[src/rtl/complex_nr_mult_driver_if.sv]
// Handshake bundle between the complex multiplier driver and its neighbours.
// master = driver side, slave = upstream source / multiplier / consumer side.
interface complex_nr_mult_driver_if #(
    parameter int DATA_WIDTH = 8
);
    localparam int W = 4 * DATA_WIDTH;

    logic         in_val;
    logic         in_ready;
    logic [W-1:0] in_data;
    logic         op_val;
    logic         op_ready;
    logic [W-1:0] op_data;
    logic         res_ready;
    logic         res_val;
    logic [W-1:0] res_data;
    logic         out_val;
    logic         out_ready;
    logic [W-1:0] out_data;

    modport master (
        input  in_val, in_data,
        output in_ready,
        output op_val, op_data,
        input  op_ready,
        output res_ready,
        input  res_val, res_data,
        output out_val, out_data,
        input  out_ready
    );

    modport slave (
        output in_val, in_data,
        input  in_ready,
        input  op_val, op_data,
        output op_ready,
        input  res_ready,
        output res_val, res_data,
        input  out_val, out_data,
        output out_ready
    );
endinterface

[src/rtl/complex_nr_mult_driver.sv]
// Initiator for the complex multiplier: operand FIFO, one outstanding op, result hand-off.
// Optional WAIT_RES watchdog enabled by defining CMPLX_DRV_TIMEOUT_EN.
module complex_nr_mult_driver #(
    parameter int DATA_WIDTH     = 8,
    parameter int FIFO_DEPTH     = 4,
    parameter int TIMEOUT_CYCLES = 64
) (
    input  logic                          clk,
    input  logic                          rstn,
    input  logic                          sw_rst,
    complex_nr_mult_driver_if.master      bus,
    output logic [$clog2(FIFO_DEPTH):0]   fifo_count,
    output logic                          err_timeout
);
    localparam int W  = 4 * DATA_WIDTH;
    localparam int AW = $clog2(FIFO_DEPTH);
    localparam int CW = AW + 1;

    if (FIFO_DEPTH < 2 || (1 << AW) != FIFO_DEPTH || TIMEOUT_CYCLES < 1) begin : g_bad_param
        $error("complex_nr_mult_driver: illegal parameter set");
    end

    typedef enum logic [1:0] {IDLE, ISSUE, WAIT_RES, DRAIN} state_t;

    state_t        state_q, state_d;
    logic [W-1:0]  mem [FIFO_DEPTH];
    logic [AW-1:0] rd_ptr_q, rd_ptr_d;
    logic [AW-1:0] wr_ptr_q, wr_ptr_d;
    logic [CW-1:0] count_q, count_d;
    logic          op_val_q, op_val_d;
    logic [W-1:0]  op_data_q, op_data_d;
    logic          res_ready_q, res_ready_d;
    logic          out_val_q, out_val_d;
    logic [W-1:0]  out_data_q, out_data_d;
    logic          in_ready;
    logic          push;
    logic          pop;

`ifdef CMPLX_DRV_TIMEOUT_EN
    localparam int TW = $clog2(TIMEOUT_CYCLES + 1);
    logic [TW-1:0] tmo_cnt_q, tmo_cnt_d;
    logic          err_q, err_d;
`endif

    // Full blocks a push even when a pop lands in the same cycle.
    assign in_ready = (count_q != CW'(FIFO_DEPTH));
    assign push     = bus.in_val & in_ready & ~sw_rst;
    assign pop      = op_val_q & bus.op_ready & ~sw_rst;

    always_ff @(posedge clk) begin
        if (push) begin
            mem[wr_ptr_q] <= bus.in_data;
        end
    end

    always_comb begin
        state_d     = state_q;
        rd_ptr_d    = rd_ptr_q;
        wr_ptr_d    = wr_ptr_q;
        op_val_d    = op_val_q;
        op_data_d   = op_data_q;
        res_ready_d = res_ready_q;
        out_val_d   = out_val_q;
        out_data_d  = out_data_q;
`ifdef CMPLX_DRV_TIMEOUT_EN
        tmo_cnt_d   = tmo_cnt_q;
        err_d       = err_q;
`endif
        if (push) begin
            wr_ptr_d = wr_ptr_q + 1'b1;
        end
        if (pop) begin
            rd_ptr_d = rd_ptr_q + 1'b1;
        end
        count_d = count_q + CW'(push) - CW'(pop);

        unique case (state_q)
            IDLE: begin
                if (count_q != '0) begin
                    state_d   = ISSUE;
                    op_val_d  = 1'b1;
                    op_data_d = mem[rd_ptr_q];
                end
            end
            ISSUE: begin
                if (bus.op_ready) begin
                    state_d     = WAIT_RES;
                    op_val_d    = 1'b0;
                    res_ready_d = 1'b1;
`ifdef CMPLX_DRV_TIMEOUT_EN
                    tmo_cnt_d   = '0;
`endif
                end
            end
            WAIT_RES: begin
                // A result arriving on the last allowed cycle beats the watchdog.
                if (bus.res_val) begin
                    state_d     = DRAIN;
                    res_ready_d = 1'b0;
                    out_val_d   = 1'b1;
                    out_data_d  = bus.res_data;
                end
`ifdef CMPLX_DRV_TIMEOUT_EN
                else if (tmo_cnt_q == TW'(TIMEOUT_CYCLES - 1)) begin
                    state_d     = IDLE;
                    res_ready_d = 1'b0;
                    err_d       = 1'b1;
                end else begin
                    tmo_cnt_d = tmo_cnt_q + 1'b1;
                end
`endif
            end
            DRAIN: begin
                if (bus.out_ready) begin
                    state_d   = IDLE;
                    out_val_d = 1'b0;
                end
            end
            default: state_d = IDLE;
        endcase

        if (sw_rst) begin
            state_d     = IDLE;
            rd_ptr_d    = '0;
            wr_ptr_d    = '0;
            count_d     = '0;
            op_val_d    = 1'b0;
            op_data_d   = '0;
            res_ready_d = 1'b0;
            out_val_d   = 1'b0;
            out_data_d  = '0;
`ifdef CMPLX_DRV_TIMEOUT_EN
            tmo_cnt_d   = '0;
            err_d       = 1'b0;
`endif
        end
    end

    always_ff @(posedge clk or negedge rstn) begin
        if (!rstn) begin
            state_q     <= IDLE;
            rd_ptr_q    <= '0;
            wr_ptr_q    <= '0;
            count_q     <= '0;
            op_val_q    <= 1'b0;
            op_data_q   <= '0;
            res_ready_q <= 1'b0;
            out_val_q   <= 1'b0;
            out_data_q  <= '0;
        end else begin
            state_q     <= state_d;
            rd_ptr_q    <= rd_ptr_d;
            wr_ptr_q    <= wr_ptr_d;
            count_q     <= count_d;
            op_val_q    <= op_val_d;
            op_data_q   <= op_data_d;
            res_ready_q <= res_ready_d;
            out_val_q   <= out_val_d;
            out_data_q  <= out_data_d;
        end
    end

`ifdef CMPLX_DRV_TIMEOUT_EN
    always_ff @(posedge clk or negedge rstn) begin
        if (!rstn) begin
            tmo_cnt_q <= '0;
            err_q     <= 1'b0;
        end else begin
            tmo_cnt_q <= tmo_cnt_d;
            err_q     <= err_d;
        end
    end

    assign err_timeout = err_q;
`else
    assign err_timeout = 1'b0;
`endif

    assign bus.in_ready  = in_ready;
    assign bus.op_val    = op_val_q;
    assign bus.op_data   = op_data_q;
    assign bus.res_ready = res_ready_q;
    assign bus.out_val   = out_val_q;
    assign bus.out_data  = out_data_q;
    assign fifo_count    = count_q;
endmodule

[src/flat_wrapper.sv]
// flat-port wrapper written by rule: the top's interface ports become plain ports
module complex_nr_mult_driver_flat 
#(
    parameter int DATA_WIDTH     = 8,
    parameter int FIFO_DEPTH     = 4,
    parameter int TIMEOUT_CYCLES = 64
)
  (clk, rstn, sw_rst, fifo_count, err_timeout, bus_in_val, bus_in_data, bus_in_ready, bus_op_val, bus_op_data, bus_op_ready, bus_res_ready, bus_res_val, bus_res_data, bus_out_val, bus_out_data, bus_out_ready);
  complex_nr_mult_driver_if #(.DATA_WIDTH(DATA_WIDTH)) bus_i ();
  input  logic clk;
  input  logic rstn;
  input  logic sw_rst;
  output logic [$clog2(FIFO_DEPTH):0] fifo_count;
  output logic err_timeout;
  input wire logic [$bits(bus_i.in_val)-1:0] bus_in_val;
  input wire logic [$bits(bus_i.in_data)-1:0] bus_in_data;
  output wire logic [$bits(bus_i.in_ready)-1:0] bus_in_ready;
  output wire logic [$bits(bus_i.op_val)-1:0] bus_op_val;
  output wire logic [$bits(bus_i.op_data)-1:0] bus_op_data;
  input wire logic [$bits(bus_i.op_ready)-1:0] bus_op_ready;
  output wire logic [$bits(bus_i.res_ready)-1:0] bus_res_ready;
  input wire logic [$bits(bus_i.res_val)-1:0] bus_res_val;
  input wire logic [$bits(bus_i.res_data)-1:0] bus_res_data;
  output wire logic [$bits(bus_i.out_val)-1:0] bus_out_val;
  output wire logic [$bits(bus_i.out_data)-1:0] bus_out_data;
  input wire logic [$bits(bus_i.out_ready)-1:0] bus_out_ready;
  assign bus_i.in_val = bus_in_val;
  assign bus_i.in_data = bus_in_data;
  assign bus_in_ready = bus_i.in_ready;
  assign bus_op_val = bus_i.op_val;
  assign bus_op_data = bus_i.op_data;
  assign bus_i.op_ready = bus_op_ready;
  assign bus_res_ready = bus_i.res_ready;
  assign bus_i.res_val = bus_res_val;
  assign bus_i.res_data = bus_res_data;
  assign bus_out_val = bus_i.out_val;
  assign bus_out_data = bus_i.out_data;
  assign bus_i.out_ready = bus_out_ready;
  complex_nr_mult_driver #(.DATA_WIDTH(DATA_WIDTH), .FIFO_DEPTH(FIFO_DEPTH), .TIMEOUT_CYCLES(TIMEOUT_CYCLES)) u_core (.clk(clk), .rstn(rstn), .sw_rst(sw_rst), .bus(bus_i), .fifo_count(fifo_count), .err_timeout(err_timeout));
endmodule
[config.mk]
export PLATFORM = sky130hd
export DESIGN_NAME = complex_nr_mult_driver_flat
export DESIGN_NICKNAME = d
export VERILOG_FILES = /design/src/rtl/complex_nr_mult_driver_if.sv /design/src/rtl/complex_nr_mult_driver.sv /design/src/flat_wrapper.sv
export SDC_FILE = /design/constraint.sdc
export NUM_CORES = 1
export LEC_CHECK = 0
export CORE_MARGIN = 2
export CORE_UTILIZATION = 56
export DETAILED_ROUTE_END_ITERATION = 8
export MAX_ROUTING_LAYER = met4
export PLACE_DENSITY = 0.81
export SYNTH_ARGS = -nofsm -noshare
export SYNTH_HDL_FRONTEND = slang
export SYNTH_SLANG_ARGS = --single-unit
export TNS_END_PERCENT = 10
[constraint.sdc]
create_clock -name clk -period 3.6 [get_ports clk]
set_input_delay 0.72 -clock clk [delete_from_list [all_inputs] [get_ports clk]]
set_output_delay 0.72 -clock clk [all_outputs]
set_load 0.01 [all_outputs]
==> results.yml <==
die:
  die_w_microns: 123
  rows: 43
  die-area_sq_um: 15200
  fp.dieH_microns: 123
  pin_count: 143
  initial_core_util_pct: 57.5
  coreArea_sq_um: 13900
critical_path:
  critPathCaptureType: "output pin"
  worstSetupPathType: "reg -> out"
  r2r-end: "u_core.mem[1][21]$_DFFE_PP_"
  r2r_start: "u_core.fifo_count[1]$_DFF_PN0_"
  crit_arrival_ns: 2.04
  startpoint_type: "register"
  crit_fanout: 7
  reg2regPathDepth: 4
  regToRegSetupSlack_ns: 1.49
  worstPathRequired_ns: 2.88
drt:
  first_iter_violations: 243
  drtPass1Iterations: 5
  routed-via-count: 4490
  ant_nets: 0
  wl_per_cell_microns: 19.7
  drc: 0
  wl_mm: 15.9
  viasPerCell: 5.56
power_and_ir_drop:
  powerDensity_nw_per_um2: 620
  leakagePower_nw: 3.75
  power_mw: 6.32
  ir_drop_mv: 0.544
clocking:
  cts_max_level: 1
  clk_pin_slew_ns: 0.06
  root_buffer: "clkbuf_16"
  clock_latency_ns: 0.48
  numCtsBuffers: 21
  post_cts_buffers: 0
  clock_sinks: 204
  cts_hold_buf: 0
  cts_tree: "done"
  cts_buffer_depth: 3
  ctsResizeCount: 0
timing:
  final_max_slew_viol_count: 0
  tns_ns: 0
  period_needed_ns: 2.76
  clock.fmax_mhz: 362
  hold_viol: 0
  relSlewSlack_pct: 31.4
  skew_ns: 0.0109
  tightest_slew_ns: 1.03
  finalWorstSetupSlack_ns: 0.840
  timing.final.crit_share_pct: 76.7
  rsz0062_at_grt: "false"
  setup_viol: 0
  hold_slack_ns: 0.403
synth:
  ys_seq_area_share_pct: 72.0
  avgSynthCellArea_sq_um: 17.1
  synth.yosys.warnings: 0
  synthCells: 467
  ys_ff_latch: 204
  synth_area_sq_um: 7980
  ys_types: 37
  syn-num-nets: 549
grt:
  met1_usage_pct: 28.1
  grt_pass1_wl_mm: 24.7
  grt_max_degree: 77
  grt.overflow.total: 0
  use_met3_pct: 4.66
  met2_usage_pct: 36.9
  grtUsageTotal_pct: 22.0
  antenna_found_initial: 0
  grt-busiest-layer: "met2"
  grt_pass1_vias: 4763
min_path:
  hp-class: "in -> async"
flow_run:
  drv_cap: 0
cells_and_area:
  diodes: 0
  drive_above_1_share_pct: 17.0
  fin_cells: 808
  nets: 695
  final_cell_mix: "clkdlybuf4s50_1, edfxtp_1, dfrtp_1, nand2_1, o21ai_0"
  layout_commonest_cell: "clkdlybuf4s50_1"
  area_delta_synth_final_pct: 27.7
placement:
  place_congestion: 0.735
  place_hpwl_mm: 9.98
  place_inst: 770
  numPortBuffers: 141
  dp_slack_ns: 0.585
run_status:
  status: "complete, no violations"
## state kept, by name, indices dropped and copies added, names as in the netlist
name,cells
u_core.bus.res_ready,1
u_core.wr_ptr_q,2
u_core.bus.out_data,32
u_core.state_q,2
u_core.bus.out_val,1
u_core.bus.op_data,32
u_core.rd_ptr_q,2
u_core.mem,128
u_core.fifo_count,3
u_core.bus.op_val,1
## cells by family after synthesis
kind of cell	share of synthesized area, %
buffers and inverters	2.45
XOR/XNOR	0.439
multiplexers	9.34
adder cells (fa/ha/maj)	1.82
flip-flops	72.0
other	0.0470
AO/OA/AOI/OAI	7.37
AND/OR/NAND/NOR	6.54
## layout make-up
type	instances	area (sq um)
Sequential cell	204	5750
Timing Repair Buffer	149	1520
Multi-Input combinational cell	228	2060
Clock inverter	6	32.5
Inverter	9	33.8
Fill cell	834	3690
Clock buffer	32	577
Tap cell	180	225
## critical path, cell delays in order (launching register included)
cell             delay (ns)
dfrtp_1                0.47
nor3b_1                0.43
inv_1                  0.14
clkdlybuf4s50_1        0.52
## synthesized netlist by cell type (all sizes together)
cell type	number	area, sq um
nor2b	8	50.1
and2	4	25.0
edfxtp	128	3840
nand3	3	15.0
conb	1	3.75
xor2	3	26.3
nor2	7	26.3
nand2	39	146
a21oi	7	50.1
nand2b	34	213
or3	1	11.3
nor3	2	15.0
a22o	32	315
inv	9	33.8
buf	15	120
o211ai	1	7.51
mux2	1	11.3
o31ai	1	7.51
mux2i	1	10.0
dfrtp	76	1900
a2111oi	1	27.5
o21ai	36	180
fa	1	20.0
nor3b	2	20.0
mux4	32	724
ha	10	125
clkbuf	11	41.3
xnor2	1	8.76
## per-stage QoR
step           util [%]  cell area [sq um]
4_1_cts            73.4              10200
3_5_place_dp       69.0               9580
2_1_floorplan         -               7980
3_3_place_gp       69.0               9580
5_1_grt            73.4              10200
6_report           73.4              10200
## worst max path at each step
| stage | cells past startpoint | startpoint | end |
|---|---|---|---|
| final | 3 | u_core.fifo_count[1]$_DFF_PN0_ | bus_in_ready |
| after global routing | 3 | u_core.fifo_count[1]$_DFF_PN0_ | bus_in_ready |
| after CTS | 3 | u_core.fifo_count[1]$_DFF_PN0_ | bus_in_ready |
| after detailed placement | 4 | sw_rst | u_core.mem[1][23]$_DFFE_PP_ |
| after global placement | 4 | sw_rst | u_core.mem[3][23]$_DFFE_PP_ |
| after floorplan | 3 | sw_rst | u_core.mem[0][0]$_DFFE_PP_ |
## metal layers
metal	vias to the layer above	wire length [microns]
met5	-	0
met2	172	7850
met1	2259	6530
met3	23	1220
met4	0	277
li1	2036	-
## where the power goes
group          internal, mW  total (mW)  switching, mW  leakage [nW]
Combinational         0.800        1.42          0.621          1.28
Sequential             2.79        2.99          0.208          2.17
Clock                  1.11        1.91          0.802         0.298
(Power assumes the default switching activity.)
